==> src/rtl/spi_byte_engine.sv <==
// spi_byte_engine: single-byte SPI master (mode 0, MSB first) with optional
// chip-select hold across bytes, for multi-byte flash command sequences.
//
// Parameters:
//   CLK_DIV      SPI clock half-period in clk cycles (1..255)
// Ports:
//   clk          system clock, rising edge
//   reset        synchronous active-low reset
//   i_start      request a byte transfer (honoured only in IDLE)
//   i_tx_byte    byte to transmit, captured with i_start
//   i_hold_cs    keep CS low after this byte, captured with i_start
//   i_cs_release deselect a held CS while idle (i_start takes priority)
//   i_SPI_MISO   serial data in
//   o_SPI_CLK    SPI clock, idle low
//   o_SPI_MOSI   serial data out, MSB first
//   o_SPI_CS     chip select, active low
//   o_rx_byte    last received byte, updated only with o_done
//   o_busy       transfer or deselect in progress
//   o_done       one-cycle pulse at byte completion
module spi_byte_engine #(
  parameter int unsigned CLK_DIV = 2
) (
  input  logic       clk,
  input  logic       reset,
  input  logic       i_start,
  input  logic [7:0] i_tx_byte,
  input  logic       i_hold_cs,
  input  logic       i_cs_release,
  input  logic       i_SPI_MISO,
  output logic       o_SPI_CLK,
  output logic       o_SPI_MOSI,
  output logic       o_SPI_CS,
  output logic [7:0] o_rx_byte,
  output logic       o_busy,
  output logic       o_done
);

  typedef enum logic [1:0] {
    IDLE     = 2'd0,
    SHIFT_LO = 2'd1,
    SHIFT_HI = 2'd2,
    DESELECT = 2'd3
  } state_t;

  localparam logic [7:0] DIV_LAST = 8'(CLK_DIV - 1);

  state_t     state_q, state_d;
  logic [7:0] div_q, div_d;
  logic [2:0] bit_q, bit_d;
  logic [7:0] tx_q, tx_d;
  logic [7:0] rx_sr_q, rx_sr_d;
  logic [7:0] rx_byte_q, rx_byte_d;
  logic       hold_q, hold_d;
  logic       cs_q, cs_d;
  logic       done_q, done_d;
  logic       div_last;

  always_ff @(posedge clk) begin
    if (!reset) begin
      state_q   <= IDLE;
      div_q     <= '0;
      bit_q     <= '0;
      tx_q      <= '0;
      rx_sr_q   <= '0;
      rx_byte_q <= '0;
      hold_q    <= 1'b0;
      cs_q      <= 1'b1;
      done_q    <= 1'b0;
    end else begin
      state_q   <= state_d;
      div_q     <= div_d;
      bit_q     <= bit_d;
      tx_q      <= tx_d;
      rx_sr_q   <= rx_sr_d;
      rx_byte_q <= rx_byte_d;
      hold_q    <= hold_d;
      cs_q      <= cs_d;
      done_q    <= done_d;
    end
  end

  always_comb begin
    state_d   = state_q;
    div_d     = div_q;
    bit_d     = bit_q;
    tx_d      = tx_q;
    rx_sr_d   = rx_sr_q;
    rx_byte_d = rx_byte_q;
    hold_d    = hold_q;
    cs_d      = cs_q;
    done_d    = 1'b0;
    div_last  = (div_q == DIV_LAST);

    unique case (state_q)
      IDLE: begin
        if (i_start) begin
          // CS is driven low here even if already held, so a chained
          // byte never lets it rise.
          tx_d    = i_tx_byte;
          hold_d  = i_hold_cs;
          cs_d    = 1'b0;
          bit_d   = '0;
          div_d   = '0;
          state_d = SHIFT_LO;
        end else if (i_cs_release && !cs_q) begin
          cs_d    = 1'b1;
          div_d   = '0;
          state_d = DESELECT;
        end
      end
      SHIFT_LO: begin
        if (div_last) begin
          // Sample on the edge that raises SPI_CLK.
          rx_sr_d = {rx_sr_q[6:0], i_SPI_MISO};
          div_d   = '0;
          state_d = SHIFT_HI;
        end else begin
          div_d = div_q + 8'd1;
        end
      end
      SHIFT_HI: begin
        if (div_last) begin
          div_d = '0;
          if (bit_q == 3'd7) begin
            done_d    = 1'b1;
            rx_byte_d = rx_sr_q;
            bit_d     = '0;
            if (hold_q) begin
              state_d = IDLE;
            end else begin
              cs_d    = 1'b1;
              state_d = DESELECT;
            end
          end else begin
            bit_d   = bit_q + 3'd1;
            tx_d    = {tx_q[6:0], 1'b0};
            state_d = SHIFT_LO;
          end
        end else begin
          div_d = div_q + 8'd1;
        end
      end
      DESELECT: begin
        if (div_last) begin
          div_d   = '0;
          state_d = IDLE;
        end else begin
          div_d = div_q + 8'd1;
        end
      end
      default: state_d = IDLE;
    endcase
  end

  assign o_SPI_CLK  = (state_q == SHIFT_HI);
  assign o_SPI_MOSI = ((state_q == SHIFT_LO) || (state_q == SHIFT_HI)) ? tx_q[7] : 1'b0;
  assign o_SPI_CS   = cs_q;
  assign o_rx_byte  = rx_byte_q;
  assign o_busy     = (state_q != IDLE);
  assign o_done     = done_q;

endmodule

==> config.mk <==
export PLATFORM = sky130hd
export DESIGN_NAME = spi_byte_engine
export DESIGN_NICKNAME = d
export VERILOG_FILES = /design/src/rtl/spi_byte_engine.sv
export SDC_FILE = /design/constraint.sdc
export NUM_CORES = 1
export LEC_CHECK = 0
export CAP_MARGIN = 25
export CORE_AREA = 2 2 46 80
export CTS_CLUSTER_SIZE = 25
export DETAILED_ROUTE_END_ITERATION = 6
export DIE_AREA = 0 0 48 82
export DONT_BUFFER_PORTS = 1
export PLACE_DENSITY = 0.86
export REMOVE_ABC_BUFFERS = 1
export SYNTH_ARGS = -nofsm -noshare
export SYNTH_HDL_FRONTEND = slang
export SYNTH_SLANG_ARGS = --single-unit
==> constraint.sdc <==
create_clock -name clk -period 2.2 [get_ports clk]
set_input_delay 0.44 -clock clk [delete_from_list [all_inputs] [get_ports clk]]
set_output_delay 0.44 -clock clk [all_outputs]
set_load 0.05 [all_outputs]
After elaboration in Yosys (flattened, before gate mapping) --
Cells that the tools add are included.
Storage, ports and cells: flip-flop bits (word level) 40, logic and storage cells 67
Cells by class: equality and inequality tests 13, multiplexer cells 28, $add $sub $neg 2, reduce and logical (&&, ||, !) cells 15
Operator list (number):
- two-way mux 8 bit | 6
- one-hot mux 8 bit (2 select lines) | 2
- two-way mux 2 bit | 7
- != test 2 bit, second input constant | 5
- two-way mux 3 bit | 3
- AND reduction 3 bit | 3
- adder 8 x 1 -> 8 bit, second input constant | 1
- == test 8 x 1 -> 1 bit, second input constant | 1
- one-hot mux 2 bit (4 select lines) | 1
- AND reduction 4 bit | 2
- two-way mux 1 bit | 7
- one-hot mux 3 bit (2 select lines) | 1
- AND reduction 5 bit | 1
- == test 2 bit, second input constant | 2
- != test 2 x 1 -> 1 bit, second input constant | 2
- AND reduction 2 bit | 2
- nonzero test 2 bit | 2
- adder 3 x 1 -> 3 bit, second input constant | 1
- == test 3 bit, second input constant | 1
- != test 3 bit, second input constant | 1
- OR reduction 3 bit | 1
- == test 2 x 1 -> 1 bit, second input constant | 1
- logical NOT 2 bit | 1
- one-hot mux 1 bit (2 select lines) | 1
- 3 further kinds | 3

Depth between registers and ports, before layout --
Gate-level depths: netlist of run 1.
depth after elaboration 5, mapped depth 8, depth with buffers taken out 6

Least setup slack after synthesis of run 1 --
OpenSTA, ideal clock, no wires.
kind reg-to-reg, start point reg state_q[0], end point reg state_q[1], cell stages (with the launch flop) 7, required time 2128 ps, setup time 72 ps, slack 220 ps, clock period less this slack 1980 ps, buffers on the path 1, data arrival time 1909 ps, path through dfxtp_1 > inv_1 > ha_1 > clkbuf_1 > or3_1 > a21oi_1 > mux2i_1
On the way: cells in the longest elaborated chain, start to end 3, elaborated cells between the ends (all ways) 10
Ends and longest elaborated chain:
- from (decl) | line 47 | state_t state_q, state_d;
- from (signal assigned) | line 70 | state_q <= state_d;
- == test 2 bit (*)
- via o_SPI_CLK | line 30 | output logic o_SPI_CLK,
- != test 2 x 1 -> 1 bit (no source line)
- AND reduction 4 bit (no source line)
The timed path passes the listed nets; every way through them passes the cells marked *. A chain may end at the register's enable or synchronous reset.

Final worst setup path of run 1 --
start point reg state_q[0], end point out o_busy
On the way: cells in the longest elaborated chain, start to end 1
Ends and longest elaborated chain:
- nonzero test 2 bit | line 159 | assign o_busy = (state_q != IDLE);
- to (decl) | line 34 | output logic o_busy,
No other way between the ends.

==> metrics.yaml, run 1 <==
outcome:
  status: "finished clean"
sta:
  setup_tns_ns: 0
  min_period_over_period_pct: 92.1
  fin_crit_ns: 2.03
  rsz0062_at_grt: "no"
  fin_skew_ns: 0.00543
  worst_pin_slew_ns: 0.574
  setup_violations: 0
  relSlewSlack_pct: 61.8
  finalHoldViolCount: 0
  finalMaxSlewViolations: 0
  max_freq_mhz: 494
floorplan:
  num_io_pins: 27
  rows: 28
  dieHeight_um: 82
  start_util_pct: 57.7
  die_x_um: 48
  fp.coreArea_mm2: 0.00333
  dieArea_mm2: 0.00394
pwr:
  p_int_w: 0.00136
  combinationalPowerShare_pct: 37.9
  ir_worst_vdd_mv: 0.983
  switchingPower_w: 0.000892
  power_frac_clock_pct: 21.4
  swShare_pct: 39.5
  p_leak_nw: 0.838
  powerDensity_mw_per_mm2: 1090
  pwr-share-seq_pct: 40.7
critical_path:
  crit_chain: "inv_1, ha_1, inv_1"
  critPathSlowestCell: "inv_1"
  worstPathArrival_ns: 1.59
  critPathTopFamily: "buffers and inverters"
  path_buf_inv: 2
  start_kind: "register"
  crit_type: "reg2out"
  cp.required_ns: 1.76
  cp-end-kind: "output pin"
  cpMostUsedCell: "inv_1"
  crit_fanout: 10
  slowest_delay_ns: 0.43
cts:
  clock_latency_ns: 0.30
  cts-buffers-inserted: 5
  clk_pin_slew_worst_paths_ns: 0.08
  clock_path_buffers: 2
  cts-hold-fix-buffers: 0
  clock-sinks: 40
  ctsHtreeMaxLevel: 2
  post-cts-setup-buffer-count: 0
  root_buffer: "clkbuf_8"
  cts_resized: 0
  cts_tree: "built"
global_route:
  grt_max_degree: 23
  grt_pass1_wl_um: 6380
  overflow: 0
  grtUsageTotal_pct: 22.3
  antenna_found_initial: 0
  grt_pass1_vias: 1533
placed_design:
  portBuffers: 0
  hpwlAfterDp_um: 2770
  place_area_mm2: 0.00198
  place_congestion: 0.818
synthesis:
  synth_area_per_cell_um2: 8.98
  synth_edf_count: 0
  synth_warnings: 0
  synth_ff_type: "dfxtp_1"
  synth_seq_area_share_pct: 41.7
  async_flop_share_pct: 0
  synth_seq_cells: 40
  synthDistinctLibCells: 40
  synthCells: 214
  synth_area_mm2: 0.00192
finish:
  drive_gt1_share_pct: 13.7
  layout_common_cells: "dfxtp_1, nand2_1, nor2_1"
  antenna_cells: 0
  mostFrequentLayoutCell: "dfxtp_1"
  postLayoutCoreUtil_pct: 62.1
  final_area_mm2: 0.00207
  syn2layout_area_growth_pct: 7.55
  fin_nets: 243
route:
  drt_iter0_markers: 37
  avgViaCountPerCell: 5.91
  vias: 1560
  drc: 0
  routed_wl_um: 3800
  drt_pre_antenna_iters: 4
  antenna_left: 0
  wl_per_cell_um: 14.4
worst_hold_path:
  holdCritPathClass: "in2reg"
flow_run:
  drv_cap: 0
worst paths after layout:
path / startpoint / to / slack, ns / depth (start not counted)
setup / recovery: state_q[0]$_SDFFE_PN0P_ / o_busy / 0.17 / 3
hold reg to reg: rx_sr_q[7]$_SDFFE_PN0P_ / rx_sr_q[7]$_SDFFE_PN0P_ / 0.45 / 2
setup reg to reg: state_q[0]$_SDFFE_PN0P_ / div_q[5]$_SDFFE_PN0P_ / 0.19 / 6
hold / removal: reset / o_SPI_CS$_SDFFE_PN1P_ / 0.24 / 1
layer usage:
layer	vias to the layer above	part of all wire (%)	GRT usage, %
met5	-	0	0
met4	0	2.4	9.46
met3	8	4.8	7.25
met2	33	51	38.1
met1	745	42	23.8
li1	774	-	-
power groups by stage:
stage / Clock (W) / Sequential, W / Combinational [W]
5_1_grt: 0.000519 / 0.000934 / 0.000941
2_1_floorplan: 0 / 0.000941 / 0.000623
3_3_place_gp: 0 / 0.000928 / 0.000828
3_5_place_dp: 0 / 0.000934 / 0.000853
6_report: 0.000483 / 0.000918 / 0.000855
4_1_cts: 0.000500 / 0.000917 / 0.000854
synth_stat cells (3+ instances only):
cell type,n,area [um2]
nand3_1,14,70.1
a31oi_1,4,25.0
and2_1,3,18.8
nand4_1,3,18.8
nand2b_1,6,37.5
dfxtp_1,40,801
clkbuf_1,6,22.5
o21ai_0,3,15.0
nor2_1,20,75.1
or3_1,5,31.3
a21oi_2,7,61.3
mux2i_1,13,130
ha_1,11,138
o221ai_1,7,61.3
a21oi_1,19,95.1
nand2_1,21,78.8
inv_1,6,22.5
registers in the layout, indices dropped and copies added (netlist names):
signal,count
state_q,2
div_q,8
rx_sr_q,8
tx_q,8
o_SPI_CS,1
o_done,1
hold_q,1
bit_q,3
o_rx_byte,8
final cells by class:
type	instances	area, um2
clock inverters	3	18.8
flip-flops and latches	40	801
clock buffers	5	68.8
well taps	45	56.3
repair buffers	8	60.1
multi-input cells	157	1040
inverters	6	22.5
fillers	273	1260
cells by family after synthesis:
family / after synthesis / synth area share, %
mux: 14 / 7.36
buf+inv: 17 / 4.23
flops: 40 / 41.7
compound gates: 53 / 18.8
fa+ha+maj: 11 / 7.16
xor+xnor: 1 / 0.456
simple gates: 78 / 20.3
metrics by stage:
step | hold slack (ns) | total power [W] | std cells | worst slack, ns
floorplan | 0.436 | 0.00156 | 203 | -0.0635
global placement | 0.443 | 0.00176 | 256 | 0.304
detailed placement | 0.448 | 0.00179 | 256 | 0.251
CTS | 0.223 | 0.00227 | 264 | 0.166
global route | 0.230 | 0.00239 | 264 | 0.0400
finish | 0.236 | 0.00226 | 264 | 0.175
worst reg2reg max path, delay by kind of cell, from the launching register on:
family                     cells  cell delay, ns
buffers and inverters          1            0.12
and+or+nand+nor                1            0.24
AOI/OAI and AO/OA              3            0.84
DFF                            1            0.39
adders and majority gates      1            0.35
Note: power is estimated with default switching activity, not from simulation.
==> run 2: changes to the inputs <==
Clock period 2.2 ns to 1.91 ns, I/O delays scaled along.
==> run 2 against run 1 <==
Against the previous run: clock skew fell by 0.0014 ns; largest power group is now combinational logic; highest routed layer unchanged; wire length rose by 7.3%; first-iteration DRC count stayed put; final area up 3.5%; critical path depth grew 2; die area unchanged; largest cell class unchanged; worst hold slack worse by 0.061 ns.
==> metrics.yaml, run 2 (synthesis results as in run 1) <==
sta:
  setup_tns_ns: 0
  max_freq_mhz: 539
  setup_violations: 0
  finalMaxSlewViolations: 0
  worst_pin_slew_ns: 0.515
  min_period_over_period_pct: 97.1
  relSlewSlack_pct: 65.6
  hold_ws_ns: 0.175
  fin_crit_ns: 1.85
  finalHoldViolCount: 0
  fin_skew_ns: 0.00403
route:
  top_layer_used: "met4"
  drc: 0
  wl_met1_um: 1500
  drt_iter0_markers: 37
  antenna_left: 0
  avgViaCountPerCell: 5.89
  wl_met3_um: 215
  routed_wl_um: 4070
  vias: 1590
  drt_pre_antenna_iters: 4
  wl_per_cell_um: 15.1
  wl_met2_um: 2260
global_route:
  grt_pass1_wl_um: 6440
  grt_max_degree: 23
  grt_pass1_vias: 1586
  overflow: 0
  antenna_found_initial: 0
  grtUsageTotal_pct: 23.0
finish:
  antenna_cells: 0
  seq_area_um2: 803
  postLayoutCoreUtil_pct: 64.3
  layout_common_cells: "dfxtp_1, nand2_1, nor2_1"
  drive_gt1_share_pct: 18.7
  syn2layout_area_growth_pct: 11.3
  mostFrequentLayoutCell: "dfxtp_1"
  fillers: 275
  multi_input_area_mm2: 0.00106
  fin_nets: 249
  final_area_mm2: 0.00214
pwr:
  p_leak_nw: 0.874
  powerDensity_mw_per_mm2: 1270
  finalPower_w: 0.00272
  ir_worst_vdd_mv: 0.978
cts:
  clock_latency_ns: 0.30
  clock_path_buffers: 2
  cts_tree: "built"
  root_buffer: "clkbuf_8"
  clock-sinks: 40
  clk_pin_slew_worst_paths_ns: 0.08
  ctsHtreeMaxLevel: 2
  cts-hold-fix-buffers: 0
  cts-buffers-inserted: 5
critical_path:
  r2r-end: "state_q[1]$_SDFFE_PN0P_"
  start_kind: "register"
  r2r-start: "state_q[0]$_SDFFE_PN0P_"
  rrSetupSlack_ns: 0.06
  worstPathArrival_ns: 2.07
  r2r_cells: 5
  cp.required_ns: 2.13
  cp-end-kind: "register"
  endpoint: "state_q[1]$_SDFFE_PN0P_"
  path_buf_inv: 1
  crit_fanout: 8
  critPathSlowestCell: "or3_1"
  crit_chain: "inv_1, ha_1, or3_1, a21oi_1, mux2i_1"
  crit_cells: 5
  slowest_delay_ns: 0.41
  critPathTopFamily: "simple AND/OR/NAND/NOR gates"
  crit_type: "reg2reg"
  cp-startpoint: "state_q[0]$_SDFFE_PN0P_"
placed_design:
  hpwlAfterDp_um: 2970
  place_congestion: 0.814
  place_area_mm2: 0.00202
  portBuffers: 0
floorplan:
  rows: 28
  fp.coreArea_mm2: 0.00333
  dieHeight_um: 82
  start_util_pct: 57.7
  dieArea_mm2: 0.00394
  die_x_um: 48
  num_io_pins: 27
outcome:
  status: "finished clean"
flow_run:
  drv_cap: 0
worst_hold_path:
  holdCritPathClass: "in2reg"
==> run 2: final cells by class <==
type | count | share of cell area, %
Tap cell | 45 | 2.63
Sequential cell | 40 | 37.5
Clock buffer | 5 | 3.22
Timing Repair Buffer | 14 | 5.09
Clock inverter | 3 | 0.877
Multi-Input combinational cell | 157 | 49.6
Inverter | 6 | 1.05
==> run 2: worst register-to-register path: stages (launching register included) <==
cell     delay (ns)
dfxtp_2        0.36
inv_1          0.11
ha_1           0.32
or3_1          0.41
a21oi_1        0.32
mux2i_1        0.26
==> run 2: where the power goes <==
| part | total (W) | leakage (nW) | switching [W] | internal [W] |
|---|---|---|---|---|
| combinational | 0.00111 | 0.500 | 0.000659 | 0.000446 |
| sequential | 0.00106 | 0.326 | 0.000101 | 0.000962 |
| clock | 0.000554 | 0.0479 | 0.000300 | 0.000254 |
==> run 2: what timing repair did <==
action | 4_1_cts | 5_1_grt
gates resized for setup | 1 | 7
setup buffers | 0 | 1
endpoints found under the setup margin | 1 | 16
pin swaps | 0 | 1
==> run 2: worst min path at each step <==
stage / startpoint / to / slack, ns / depth (start not counted)
CTS: reset / o_SPI_CS$_SDFFE_PN1P_ / 0.17 / 1
global placement: rx_sr_q[7]$_SDFFE_PN0P_ / rx_sr_q[7]$_SDFFE_PN0P_ / 0.44 / 2
detailed placement: rx_sr_q[7]$_SDFFE_PN0P_ / rx_sr_q[7]$_SDFFE_PN0P_ / 0.45 / 2
finish: reset / o_SPI_CS$_SDFFE_PN1P_ / 0.17 / 1
floorplan: rx_sr_q[7]$_SDFFE_PN0P_ / rx_sr_q[7]$_SDFFE_PN0P_ / 0.44 / 2
global route: reset / o_SPI_CS$_SDFFE_PN1P_ / 0.16 / 1
==> run 2: metal layers <==
layer / up-vias / global-route usage [%]
met3: 11 / 7.25
met5: - / 0
met1: 755 / 21.8
met2: 39 / 41.2
met4: 0 / 11.4
li1: 785 / -
==> run 2: stage by stage <==
step	setup slack, ns	instances
floorplan	-0.354	203
global placement	0.0967	261
detailed placement	0.0420	261
CTS	0.0297	269
global route	-0.0298	270
finish	0.0551	270
==> run 3: changes to the inputs <==
Settings changed: PLACE_DENSITY 0.86 to not set, PLACE_DENSITY_LB_ADDON set to 0.15, SLEW_MARGIN set to 20.
==> run 3 against run 2 <==
Against the previous run: setup slack gained 0.021 ns; combinational power about the same; count of clock-buffer cells in the layout rose by 2; critical endpoint is now o_busy; highest routed layer unchanged.
==> metrics.yaml, run 3 (synthesis results as in run 1) <==
route:
  drt_iter0_markers: 36
  wl_per_cell_um: 15.5
  avgViaCountPerCell: 5.85
  drt_pre_antenna_iters: 4
  drc: 0
  routed_wl_um: 4200
  antenna_left: 0
  vias: 1586
placed_design:
  portBuffers: 0
  hpwlAfterDp_um: 3130
  dp_slack_ns: 0.0220
  place_inst: 261
  place_congestion: 0.901
sta:
  max_freq_mhz: 545
  finalHoldViolCount: 0
  relSlewSlack_pct: 65.1
  min_period_over_period_pct: 96.0
  hold_ws_ns: 0.179
  fin_skew_ns: 0.00493
  fin_crit_ns: 1.83
  rsz0062_at_grt: "yes"
  finalMaxSlewViolations: 0
  setup_violations: 0
  worst_pin_slew_ns: 0.523
  final.setup.worst_slack_ns: 0.0765
cts:
  clock-sinks: 40
  clk_pin_slew_worst_paths_ns: 0.07
  clock_path_buffers: 2
  ctsHtreeMaxLevel: 2
  cts_tree: "built"
  clock_latency_ns: 0.29
  root_buffer: "clkbuf_8"
  cts-buffers-inserted: 5
global_route:
  antenna_found_initial: 0
  grt_max_degree: 23
  grt_pass1_vias: 1564
  grtUsageTotal_pct: 24.6
  grt_pass1_wl_um: 6870
  overflow: 0
floorplan:
  fp.coreArea_mm2: 0.00333
  dieArea_mm2: 0.00394
  dieHeight_um: 82
  die_x_um: 48
  rows: 28
  num_io_pins: 27
  start_util_pct: 57.7
finish:
  fin_cells: 271
  fillers: 284
  fin_nets: 250
  antenna_cells: 0
  postLayoutCoreUtil_pct: 65.3
  layout_common_cells: "dfxtp_1, nand2_1, nor2_1"
  syn2layout_area_growth_pct: 13.2
  drive_gt1_share_pct: 18.6
  mostFrequentLayoutCell: "dfxtp_1"
critical_path:
  r2r-end: "o_rx_byte[6]$_SDFFE_PN0P_"
  r2r_cells: 7
  crit_type: "reg2out"
  rrSetupSlack_ns: 0.09
  cp-end-kind: "output pin"
  cpMostUsedCell: "inv_1"
  r2r-start: "state_q[0]$_SDFFE_PN0P_"
  path_buf_inv: 4
  critPathSlowestCell: "dfxtp_2"
  crit_fanout: 7
  cp.required_ns: 1.53
  crit_chain: "inv_1, ha_2, buf_4, inv_1, buf_6"
  critPathTopFamily: "buffers and inverters"
  worstPathArrival_ns: 1.45
  slowest_delay_ns: 0.36
  start_kind: "register"
worst_hold_path:
  hold_path.startpoint: "reset"
  min_path_cells: 1
  holdCritPathClass: "in2reg"
  holdPathEnd: "o_SPI_CS$_SDFFE_PN1P_"
pwr:
  ir_worst_vdd_mv: 0.935
  p_leak_nw: 0.893
  powerDensity_mw_per_mm2: 1330
outcome:
  status: "finished clean"
flow_run:
  drv_cap: 0
run 3: cell types whose count changed in the layout (fill, tap and decap cells not counted), sizes merged:
cell	change
clkbuf	+2
buf	+1
clkinv	-3
bufinv	+1
run 3: report_power, final:
| part | switching (W) | total (W) | leakage [nW] | internal [W] |
|---|---|---|---|---|
| clock network | 0.000277 | 0.000737 | 0.0645 | 0.000461 |
| registers | 0.000102 | 0.00106 | 0.326 | 0.000963 |
| logic | 0.000656 | 0.00110 | 0.503 | 0.000442 |
| total | 0.00103 | 0.00290 | 0.893 | 0.00187 |
run 3: layout make-up:
class                   count  area [um2]  share of cell area [%]
well taps                  45        56.3                    2.59
inverters                   6        22.5                    1.04
multi-input cells         157        1050                    48.3
repair buffers             15         116                    5.35
flip-flops and latches     40         803                    36.9
clock inverters             1        30.0                    1.38
clock buffers               7        96.3                    4.43
run 3: stage by stage:
step | power (W) | setup TNS [ns] | instance area [um2]
detailed placement | 0.00212 | 0 | 2020
floorplan | 0.00180 | -3.43 | 1860
global route | 0.00308 | -0.0237 | 2170
finish | 0.00290 | 0 | 2170
global placement | 0.00208 | 0 | 2020
CTS | 0.00288 | 0 | 2150
run 3: layer usage:
| layer | global-route usage [%] | part of all wire (%) | vias to the layer above |
|---|---|---|---|
| met5 | 0 | 0 | - |
| met4 | 14.1 | 3.7 | 0 |
| met3 | 6.81 | 4.9 | 12 |
| met2 | 41.5 | 56 | 42 |
| met1 | 25.8 | 36 | 745 |
| li1 | - | - | 787 |
run 3: repair_timing:
action,4_1_cts,5_1_grt
setup buffers,0,2
pin swaps,0,1
hold buffers,0,0
endpoints found under the setup margin,8,22
cloned,0,0
gates resized for setup,2,4
run 3: worst max-delay path by stage:
stage / start / to / slack (ns) / cells past startpoint
floorplan: state_q[0]$_SDFFE_PN0P_ / o_SPI_CS$_SDFFE_PN1P_ / -0.35 / 5
global placement: div_q[0]$_SDFFE_PN0P_ / tx_q[4]$_SDFFE_PN0P_ / 0.05 / 5
detailed placement: div_q[0]$_SDFFE_PN0P_ / tx_q[6]$_SDFFE_PN0P_ / 0.02 / 5
CTS: state_q[0]$_SDFFE_PN0P_ / o_busy / 0.002 / 5
global route: state_q[0]$_SDFFE_PN0P_ / o_rx_byte[6]$_SDFFE_PN0P_ / -0.008 / 7
finish: state_q[0]$_SDFFE_PN0P_ / o_busy / 0.08 / 5
run 3: worst register-to-register path: stages, from the launching register on:
cell and delay [ns]:
dfxtp_2 0.34, inv_1 0.14, ha_1 0.35, buf_4 0.30, nand4_1 0.14, buf_4 0.22
mux2i_1 0.16, nor2_1 0.06
